## config.mk

```make
export PLATFORM = sky130hd
export DESIGN_NAME = pipeline_ctrl
export DESIGN_NICKNAME = d
export VERILOG_FILES = /design/src/rtl/pipeline_pkg.sv /design/src/rtl/load_use_detect.sv /design/src/rtl/pipeline_ctrl.sv
export SDC_FILE = /design/constraint.sdc
export NUM_CORES = 1
export LEC_CHECK = 0
export CAP_MARGIN = 0
export CORE_MARGIN = 5
export CORE_UTILIZATION = 35
export CTS_BUF_LIST = sky130_fd_sc_hd__clkbuf_16
export DETAILED_ROUTE_END_ITERATION = 10
export GPL_ROUTABILITY_DRIVEN = 0
export GPL_TIMING_DRIVEN = 0
export REMOVE_ABC_BUFFERS = 1
export SLEW_MARGIN = 10
export SYNTH_ARGS = -nofsm -noshare
export SYNTH_HDL_FRONTEND = slang
export SYNTH_SLANG_ARGS = --single-unit
```

## constraint.sdc

```tcl
create_clock -name clk -period 5.51 [get_ports clk]
set_input_delay 0.8265 -clock clk [delete_from_list [all_inputs] [get_ports clk]]
set_output_delay 0.8265 -clock clk [all_outputs]
set_load 0.02 [all_outputs]
```

## src/rtl/pipeline_pkg.sv

```systemverilog
// Shared types and constants for the pipeline hazard/flow controller.
package pipeline_pkg;

   localparam int unsigned RegAddrW = 5;
   localparam logic [31:0] NopInstr = 32'h0000_0013;  // addi x0, x0, 0

   typedef enum logic [1:0] {
      PC_SEQ    = 2'd0,
      PC_BRANCH = 2'd1,
      PC_TRAP   = 2'd2
   } pc_sel_e;

   typedef enum logic [1:0] {
      StRun       = 2'd0,
      StMdWait    = 2'd1,
      StTrapDrain = 2'd2
   } ctrl_state_e;

endpackage

```

## src/rtl/load_use_detect.sv

```systemverilog
// Combinational load-use hazard detector: EX load whose destination feeds an ID source.
module load_use_detect
   import pipeline_pkg::*;
(
   input  logic                ex_is_load_i,
   input  logic [RegAddrW-1:0] ex_rd_i,
   input  logic [RegAddrW-1:0] id_rs1_i,
   input  logic [RegAddrW-1:0] id_rs2_i,
   input  logic                id_uses_rs1_i,
   input  logic                id_uses_rs2_i,
   output logic                hazard_o
);

   logic rs1_match;
   logic rs2_match;

   assign rs1_match = id_uses_rs1_i && (id_rs1_i == ex_rd_i);
   assign rs2_match = id_uses_rs2_i && (id_rs2_i == ex_rd_i);

   // x0 is hardwired to zero, so a load targeting it never creates a dependency
   assign hazard_o = ex_is_load_i && (ex_rd_i != '0) && (rs1_match || rs2_match);

endmodule

```

## src/rtl/pipeline_ctrl.sv

```systemverilog
// Pipeline stall/flush/next-PC controller with mul/div wait and trap drain states.
module pipeline_ctrl
   import pipeline_pkg::*;
(
   input  logic                clk,
   input  logic                rst,
   input  logic [RegAddrW-1:0] id_rs1_i,
   input  logic [RegAddrW-1:0] id_rs2_i,
   input  logic                id_uses_rs1_i,
   input  logic                id_uses_rs2_i,
   input  logic [RegAddrW-1:0] ex_rd_i,
   input  logic                ex_is_load_i,
   input  logic                ex_redirect_i,
   input  logic                ex_md_start_i,
   input  logic                md_done_i,
   input  logic                imem_ready_i,
   input  logic                dmem_req_i,
   input  logic                dmem_ready_i,
   input  logic                trap_req_i,
   output logic                pc_stall_o,
   output logic                if_id_stall_o,
   output logic                id_ex_stall_o,
   output logic                ex_mem_stall_o,
   output logic                if_id_flush_o,
   output logic                id_ex_flush_o,
   output logic                ex_mem_flush_o,
   output logic                mem_wb_flush_o,
   output pc_sel_e             pc_sel_o,
   output logic [31:0]         stall_cnt_o
);

   ctrl_state_e state_q, state_d;
   logic [31:0] stall_cnt_q;
   logic        load_use;
   logic        dmem_wait;
   logic        md_active;

   load_use_detect u_load_use_detect (
      .ex_is_load_i  (ex_is_load_i),
      .ex_rd_i       (ex_rd_i),
      .id_rs1_i      (id_rs1_i),
      .id_rs2_i      (id_rs2_i),
      .id_uses_rs1_i (id_uses_rs1_i),
      .id_uses_rs2_i (id_uses_rs2_i),
      .hazard_o      (load_use)
   );

   assign dmem_wait = dmem_req_i && !dmem_ready_i;
   assign md_active = (state_q == StMdWait) || ex_md_start_i;

   always_comb begin
      state_d        = state_q;
      pc_stall_o     = 1'b0;
      if_id_stall_o  = 1'b0;
      id_ex_stall_o  = 1'b0;
      ex_mem_stall_o = 1'b0;
      if_id_flush_o  = 1'b0;
      id_ex_flush_o  = 1'b0;
      ex_mem_flush_o = 1'b0;
      mem_wb_flush_o = 1'b0;
      pc_sel_o       = PC_SEQ;

      if (rst) begin
         if_id_flush_o  = 1'b1;
         id_ex_flush_o  = 1'b1;
         ex_mem_flush_o = 1'b1;
         mem_wb_flush_o = 1'b1;
      end else if (trap_req_i) begin
         pc_sel_o       = PC_TRAP;
         if_id_flush_o  = 1'b1;
         id_ex_flush_o  = 1'b1;
         ex_mem_flush_o = 1'b1;
         state_d        = StTrapDrain;
      end else if (state_q == StTrapDrain) begin
         // the fetch launched before the trap vector was taken is stale
         if_id_flush_o = 1'b1;
         state_d       = StRun;
      end else if (dmem_wait) begin
         pc_stall_o     = 1'b1;
         if_id_stall_o  = 1'b1;
         id_ex_stall_o  = 1'b1;
         ex_mem_stall_o = 1'b1;
         mem_wb_flush_o = 1'b1;
      end else if (md_active && !md_done_i) begin
         pc_stall_o     = 1'b1;
         if_id_stall_o  = 1'b1;
         id_ex_stall_o  = 1'b1;
         ex_mem_flush_o = 1'b1;
         state_d        = StMdWait;
      end else begin
         // also completes MD_WAIT when md_done_i arrives
         state_d = StRun;
         if (ex_redirect_i) begin
            pc_sel_o      = PC_BRANCH;
            if_id_flush_o = 1'b1;
            id_ex_flush_o = 1'b1;
         end else if (load_use) begin
            pc_stall_o    = 1'b1;
            if_id_stall_o = 1'b1;
            id_ex_flush_o = 1'b1;
         end else if (!imem_ready_i) begin
            pc_stall_o    = 1'b1;
            if_id_flush_o = 1'b1;
         end
      end
   end

   always_ff @(posedge clk or posedge rst) begin
      if (rst) begin
         state_q     <= StRun;
         stall_cnt_q <= '0;
      end else begin
         state_q <= state_d;
         if (if_id_stall_o) begin
            stall_cnt_q <= stall_cnt_q + 32'd1;
         end
      end
   end

   assign stall_cnt_o = stall_cnt_q;

endmodule

```

==> metrics.txt, run 1 <==
outcome finished clean; register area share after synthesis 42.8%; Antenna Cells 0; post-synth top area cell dfrtp_1; Top FF cell, synth dfrtp_1; clock root cell clkbuf_16; post-DP HPWL 3.51 mm; sequential power share 42.3%; CTS tree done; Layout Nets 294; Req. time, crit path 4680 ps; clock sink count 34; most frequent cells in the layout clkdlybuf4s50_1, dfrtp_1, xnor2_1; commonest non-fill, non-tap cell in the layout clkdlybuf4s50_1; Slew HR 50.5%; first-pass GRT wire length 7.80 mm; FF+latch count, synth 34; 1st-pass router iterations 4; drt wl/cell 13.5 microns; Residual DRC 0; Detailed Route Iter0 Violations 95; PwrDens 235 nW/um^2; Port Buf Inserts 68; adder-cell share of the synthesized area 0.629%; Setup CP Type in2out; P_leak 1.25 nW; Die X 85.4 microns; clk slew on worst S/H paths 50 ps; internal cell power 0.499 mW; Cell Area, Synth 1990 sq um; switching pwr 0.174 mW; htree depth 2; Die Ht 85.4 microns; Setup Viol. Count Final 0; maxcap violations 0; share of cells above drive strength 1 10.1%; CORE AREA 5510 sq um; clock power share 37.8%; Vias/cell 4.80; final hold slack 469 ps; post-synthesis mux area share 0.566%; RSZ-0062 raised after global routing false; FFs w/ async S/R, synth 100%; combinational power share 19.8%; # hold bufs at CTS 0; Synth Area in Compound Gates 6.86%; deepest clock path buffer count 2; Crit Path Max Fanout 4; via count 1627; Fin Setup TNS 0 ps; worst skew pair latency 270 ps; simple-gate share of the synthesized area 27.9%; leading post-synthesis cells by cell area dfrtp_1, xnor2_1, xor2_1, nand4_2, nand2_1; Clock Skews 3.33 ps; Critical Path Sink Type primary output; min Tclk post-route 3940 ps; row count 27; Synth-to-Final Area Change 44.1%; crit share post-route 71.4%; worst-margin pin slew 742 ps; initial antenna violation count 0; die area 7290 sq um; fin. max-slew vios 0; grt total ovfl 0; largest net degree at the start of global routing 37; Mean Syn Cell Area 10.2 sq um; vias in the first global route 1594; Net Sw Frac 25.9%; Synth Instances 194; Post CTS Setup Buffer Count 0; Fin. Hold Viols 0; worst hold path type reg2reg; startpoint types input port; Max VDD drop 0.000221 V; TritonCTS Buffers 5; Synth Area in XOR/XNOR 18.1%; starting density of the core 36.1%; Synth top area share 42.8%; achievable frequency 0.254 GHz; gr usage total 13.3%; largest family of logic cells by synthesized area simple AND/OR/NAND/NOR gates; crit path DAT 3110 ps; # IOs 69; final wirelength 4.59 mm; Ys Warns 0; PostCTS Resize Cnt 0; number of synthesized flops with an enable pin 0; post-synth cell types 42; post-route ant nets 0
-- cells in the mapped netlist (2+ instances only) --
cell	number
dfrtp_1	34
xnor2_1	27
nand2_1	16
xor2_1	14
nor2_1	13
inv_1	9
nand3_1	8
nor3_1	8
nand4_2	6
and4_1	5
nand4_1	5
and3_1	4
a21oi_1	3
and2_1	3
nand2b_1	3
nand3_2	3
o21bai_1	3
a21oi_2	2
buf_6	2
nor2_2	2
nor2b_1	2
o22ai_1	2
-- state kept, by name, summed over array words and instances, names as in the netlist --
name and cells:
stall_cnt_o 32, state_q 2
-- stage by stage --
step | power (mW) | area (sq um) | instances | setup slack (ps) | utilization (%)
floorplan | 0.353 | 1960 | 191 | 2640 | -
global placement | 0.423 | 2730 | 331 | 1520 | 49.6
detailed placement | 0.423 | 2730 | 331 | 1560 | 49.6
CTS | 0.684 | 2870 | 339 | 1550 | 52.0
global route | 0.709 | 2870 | 339 | 1410 | 52.0
finish | 0.673 | 2870 | 339 | 1570 | 52.0
-- layer usage --
layer  track usage [%]  share of wire [%]  vias up
met5                 0                  0        -
li1                  -                  -      816
met1              17.8                 48      778
met4              3.88               0.83        0
met2              21.2                 47       31
met3              3.30                3.9        2
-- power groups by stage --
stage          Clock, mW  Combinational (mW)  Sequential, mW
4_1_cts            0.263               0.136           0.285
3_5_place_dp           0               0.135           0.289
5_1_grt            0.276               0.145           0.289
6_report           0.255               0.133           0.285
3_3_place_gp           0               0.134           0.289
2_1_floorplan          0              0.0504           0.303
-- logic make-up after synthesis --
group,count (synthesis)
AO/OA/AOI/OAI,17
XOR/XNOR,41
adder cells (fa/ha/maj),1
buffers and inverters,12
flip-flops,34
multiplexers,1
AND/OR/NAND/NOR,88
-- final timing paths --
path,from,endpoint,slack [ps],depth (start not counted)
worst max-delay path,ex_rd_i[1],if_id_flush_o,1570,7
worst min register to register,stall_cnt_o[31],stall_cnt_o[31],470,1
worst min-delay path,stall_cnt_o[31],stall_cnt_o[31],470,1
worst max register to register,state_q[0],stall_cnt_o[22],3410,6
min in group asynchronous,rst,state_q[1],1170,2
max in group asynchronous,rst,stall_cnt_o[8],3860,2
-- critical path, cell delays in order --
cell and delay, ps:
clkdlybuf4s50_1 470, or4_4 570, o21ai_4 170, and2b_1 220, o21bai_1 120, a21o_1 120, clkdlybuf4s50_1 600
-- area by class of cell --
type | instances | area (sq um)
Timing Repair Buffer | 68 | 681
Tap cell | 72 | 90.1
Sequential cell | 34 | 851
Multi-Input combinational cell | 148 | 1070
Fill cell | 521 | 2640
Inverter | 9 | 33.8
Clock inverter | 3 | 11.3
Clock buffer | 5 | 125
No activity file was read; power rests on OpenSTA's default activity.
==> run 2, diff against run 1 <==
- PLACE_DENSITY: default -> 0.67
- clock period: 5.51 -> 3.35 ns (I/O delays scaled with it)
==> run 2 against run 1 <==
Power increased by 66%; final cell count grew 0.29%; setup slack got worse by 1400 ps; highest routed layer unchanged; flip-flop and latch count did not move; non-clock buffer count up 1; utilization grew 0.30 points; clock power rose by 65%; register-to-register slack worse by 2200 ps; worst hold slack better by 12 ps; clock skew is 2.1 ps higher.
==> metrics.txt, run 2 (same netlist as run 1, synthesis figures left out) <==
via count 1634 (+0.43%); Fin. Hold Viols 0 (unchanged); Setup Viol. Count Final 0 (unchanged); Max VDD drop 0.000455 V (+110%); Reg-to-Reg Start state_q[0]; share of cells above drive strength 1 10.8% (+0.71 points); dpl cells 331 (unchanged); commonest non-fill, non-tap cell in the layout clkdlybuf4s50_1; largest net degree at the start of global routing 37 (unchanged); CTS tree done; Clock Skews 5.47 ps (+2.13 ps); clk slew on worst S/H paths 50 ps (about the same); Port Buf Inserts 68 (unchanged); Setup CP Type in2out; most frequent cells in the layout clkdlybuf4s50_1, dfrtp_1, xnor2_1; outcome finished clean; grt total ovfl 0 (unchanged); clock root cell clkbuf_16; Detailed Route Iter0 Violations 54 (-43%); worst-margin pin slew 744 ps (+2.18 ps); hold_sp stall_cnt_o[27]; starting density of the core 36.1% (unchanged); CORE AREA 5510 sq um (unchanged); worst skew pair latency 270 ps (about the same); clock sink count 34 (unchanged); # IOs 69 (unchanged); htree depth 2 (unchanged); first-pass GRT wire length 7.73 mm (-0.81%); Synth-to-Final Area Change 44.9%; vias in the first global route 1655 (+3.8%); initial antenna violation count 0 (unchanged); gr usage total 13.1% (-0.21 points); crit path DAT 2720 ps (-390 ps); TritonCTS Buffers 5 (unchanged); Req. time, crit path 2850 ps (-1830 ps); Residual DRC 0 (unchanged); P_leak 1.26 nW (+0.49%); Finished Layout Cells 340 (+0.29%); Post-Route Utilization 52.3% (+0.30 points); 1st-pass router iterations 4 (unchanged); maxcap violations 0 (unchanged); Critical Path Sink Type primary output; post-DP HPWL 3.45 mm (-1.7%); Slew HR 50.3% (-0.15 points); final wirelength 4.57 mm (-0.37%); crit share post-route 96.2%; Fin Setup TNS 0 ps (unchanged); die area 7290 sq um (unchanged); Die Ht 85.4 microns (unchanged); Vias/cell 4.81 (+0.13%); Post-Layout Inst Area 2880 sq um (+0.57%); achievable frequency 0.310 GHz; drt wl/cell 13.4 microns (-0.66%); PwrDens 387 nW/um^2 (+65%); min Tclk post-route 3220 ps; row count 27 (unchanged); overall power 1.11 mW (+66%); Die X 85.4 microns (unchanged); RSZ-0062 raised after global routing false; area post-placement 2730 sq um (unchanged); deepest clock path buffer count 2 (unchanged); Layout Nets 295 (+0.34%); post-route ant nets 0 (unchanged); fin. max-slew vios 0 (unchanged); Antenna Cells 0 (unchanged); max reg flops 32 (unchanged); crit path from ex_rd_i[1]; Crit Path Max Fanout 4 (unchanged); startpoint types input port; worst hold path type reg2reg
==> run 2: what timing repair did <==
action,in CTS,in global routing
setup buffers,0,1
hold buffers,0,0
endpoints found under the setup margin,0,3
resized for setup,0,2
==> run 2: path summary, 6_finish.rpt <==
path	slack, ps	cells past startpoint	to
worst max-delay path	130	7	id_ex_flush_o
worst min-delay path	480	1	stall_cnt_o[27]
worst max register to register	1240	6	stall_cnt_o[20]
worst min register to register	480	1	stall_cnt_o[27]
max in group asynchronous	2010	2	stall_cnt_o[4]
min in group asynchronous	870	2	stall_cnt_o[31]
==> run 2: worst max-delay path, stage by stage <==
cell	delay, ps
clkdlybuf4s50_1	480
or4_4	570
o21ai_4	160
and2b_1	220
o211ai_1	160
nand2_1	70
clkdlybuf4s50_1	550
==> run 2: through the flow <==
step                      setup slack, ps  hold slack [ps]
after floorplan                      1130              522
after global placement              -38.9              459
after detailed placement             55.0              480
after CTS                            50.4              490
after global routing                 24.9              505
final                                 126              482
==> run 2: per-layer routing <==
metal	up-vias	part of all wire, %	GRT usage (%)
met2	32	49	21.0
met4	0	1.2	5.61
met3	4	4.8	3.50
li1	818	-	-
met1	780	45	16.4
met5	-	0	0
==> run 2: report_power, final <==
part	switching (mW)	leakage [nW]	total, mW	internal, mW
Sequential	0.0336	0.457	0.470	0.437
Combinational	0.104	0.733	0.222	0.117
Clock	0.155	0.0663	0.422	0.267
==> run 2: final cells by class <==
type	count	area (sq um)
fill	516	2630
multi-input combinational	148	1080
sequential	34	851
timing repair buffer	69	691
clock buffer	5	125
tap	72	90.1
inverter	9	33.8
clock inverter	3	11.3
==> run 3, diff against run 2 <==
- REMOVE_ABC_BUFFERS: 1 -> default
==> run 3 against run 2 <==
First-iteration DRC count rose by 63%; setup slack barely moved; clock-buffer cell count did not move; design area rose by 1.1%; final cell count rose by 0.88%; flip-flop and latch count did not move; worst hold slack got worse by 2.0 ps; sequential share of layout area fell by 0.32 points; clock skew fell by 2.0 ps; critical path depth did not move; clock power barely moved; critical path type unchanged; critical endpoint unchanged.
==> metrics.txt, run 3 (same netlist as run 1, synthesis figures left out) <==
share of cells above drive strength 1 12.2% (+1.4 points); clk slew on worst S/H paths 50 ps (about the same); Vias/cell 4.84 (+0.70%); via count 1660 (+1.6%); most frequent cells in the layout clkdlybuf4s50_1, dfrtp_1, xnor2_1; Synth-to-Final Area Change 46.5%; initial antenna violation count 0 (unchanged); Critical Path Sink Type primary output; Crit Path Max Fanout 4 (unchanged); crit path DAT 2720 ps (about the same); r2r endpoint stall_cnt_o[18]; Layout Nets 298 (+1.0%); worst-margin pin slew 724 ps (-19.8 ps); crit-path most repeated cell clkdlybuf4s50_1; P_leak 1.28 nW (+1.9%); # hold bufs at CTS 0 (unchanged); # IOs 69 (unchanged); Fin Setup TNS 0 ps (unchanged); Post-Route Utilization 52.9% (+0.57 points); worst skew pair latency 270 ps (about the same); first-pass GRT wire length 8.31 mm (+7.4%); CORE AREA 5510 sq um (unchanged); 1st-pass router iterations 4 (unchanged); CTS tree done; Slew HR 51.7% (+1.3 points); gr usage total 14.0% (+0.91 points); fin. max-slew vios 0 (unchanged); Clock Skews 3.43 ps (-2.04 ps); Req. time, crit path 2850 ps (about the same); post-route ant nets 0 (unchanged); startpoint types input port; hold path cells 1 (unchanged); die area 7290 sq um (unchanged); Reg-to-Reg Start state_q[0]; min Tclk post-route 3220 ps (-0.450 ps); hold path endpoint stall_cnt_o[31]; achievable frequency 0.310 GHz (about the same); worst hold path type reg2reg; crit path buf inv count 2 (unchanged); deepest clock path buffer count 2 (unchanged); outcome finished clean; PwrDens 385 nW/um^2 (-0.39%); Antenna Cells 0 (unchanged); RSZ-0062 raised after global routing false; final hold slack 480 ps (-1.99 ps); TritonCTS Buffers 5 (unchanged); Worst R2R Path Depth 7 (+1); Fin. Hold Viols 0 (unchanged); CP max-delay cell or4_4; htree depth 2 (unchanged); vias in the first global route 1758 (+6.2%); Port Buf Inserts 68 (unchanged); commonest non-fill, non-tap cell in the layout clkdlybuf4s50_1; Crit path max-delay family buffers and inverters; Setup CP Type in2out; clock sink count 34 (unchanged); hold_sp stall_cnt_o[31]; final wirelength 4.82 mm (+5.5%); row count 27 (unchanged); post-DP HPWL 3.67 mm (+6.4%); Die Ht 85.4 microns (unchanged); Mapped Nets 222; largest net degree at the start of global routing 37 (unchanged); Residual DRC 0 (unchanged); Setup Viol. Count Final 0 (unchanged); max incr delay on CP 570 ps (about the same); drt wl/cell 14.0 microns (+4.5%); worst-path cell chain clkdlybuf4s50_1, or4_4, o21ai_4, and2b_1, o211ai_1, nand2_1, clkdlybuf4s50_1; maxcap violations 0 (unchanged); R2R setup slack 1410 ps (+170 ps); starting density of the core 36.1% (unchanged); grt total ovfl 0 (unchanged); clock root cell clkbuf_16; Max VDD drop 0.000224 V (-51%); Detailed Route Iter0 Violations 88 (+63%); Die X 85.4 microns (unchanged); crit share post-route 96.2% (about the same); max reg flops 32 (unchanged)
## run 3: changes by cell type in the layout (fill, tap and decap cells not counted)
cell      previous run  this run
inv_1                8         9
clkinv_1             3         1
buf_4                1         2
clkinv_2             0         1
buf_6                0         2
## run 3: area by class of cell
type / count / area (sq um)
plain buffers: 3 / 30.0
clock buffers: 5 / 125
clock inverters: 3 / 12.5
fillers: 506 / 2590
inverters: 9 / 33.8
multi-input cells: 148 / 1080
flip-flops and latches: 34 / 851
well taps: 72 / 90.1
repair buffers: 69 / 691
## run 3: power by group
part | switching [mW] | leakage, nW | internal [mW]
clock network | 0.157 | 0.0724 | 0.268
registers | 0.0325 | 0.457 | 0.437
logic | 0.109 | 0.751 | 0.118
total | 0.299 | 1.28 | 0.822
## run 3: repair_timing
action / CTS / global route
setup buffers: 0 / 1
setup endpoints to repair: 0 / 4
resized for setup: 0 / 2
## run 3: worst max path at each step
stage                           endpoint  slack (ps)  depth (start not counted)  startpoint
after floorplan            if_id_flush_o        1130                          5  ex_rd_i[1]
after global placement    mem_wb_flush_o          50                          4         rst
after detailed placement      pc_stall_o          60                          8  ex_rd_i[0]
after CTS                     pc_stall_o          40                          8  ex_rd_i[0]
after global routing          pc_stall_o          10                          8  ex_rd_i[2]
final                      id_ex_flush_o         130                          7  ex_rd_i[1]
## run 3: metrics by stage
step	total power, mW	setup slack [ps]	instance area [sq um]	std cells
after floorplan	0.581	1130	1990	194
after global placement	0.698	54.4	2760	334
after detailed placement	0.704	64.2	2760	334
after CTS	1.14	43.2	2900	342
after global routing	1.17	9.99	2910	343
final	1.12	126	2910	343
## run 3: worst register-to-register path, stage by stage (launching register included)
cell	delay [ps]
dfrtp_1	440
nor2b_1	160
o21bai_1	220
and2_1	270
a2bb2oi_2	320
buf_6	200
nor3_1	70
xor2_1	140
## run 3: metal layers
| metal | GRT usage (%) | up-vias | routed length, microns |
|---|---|---|---|
| met2 | 23.5 | 32 | 2380 |
| met1 | 17.3 | 799 | 2170 |
| met5 | 0 | - | 0 |
| met3 | 2.52 | 11 | 145 |
| met4 | 6.33 | 0 | 123 |
| li1 | - | 818 | - |
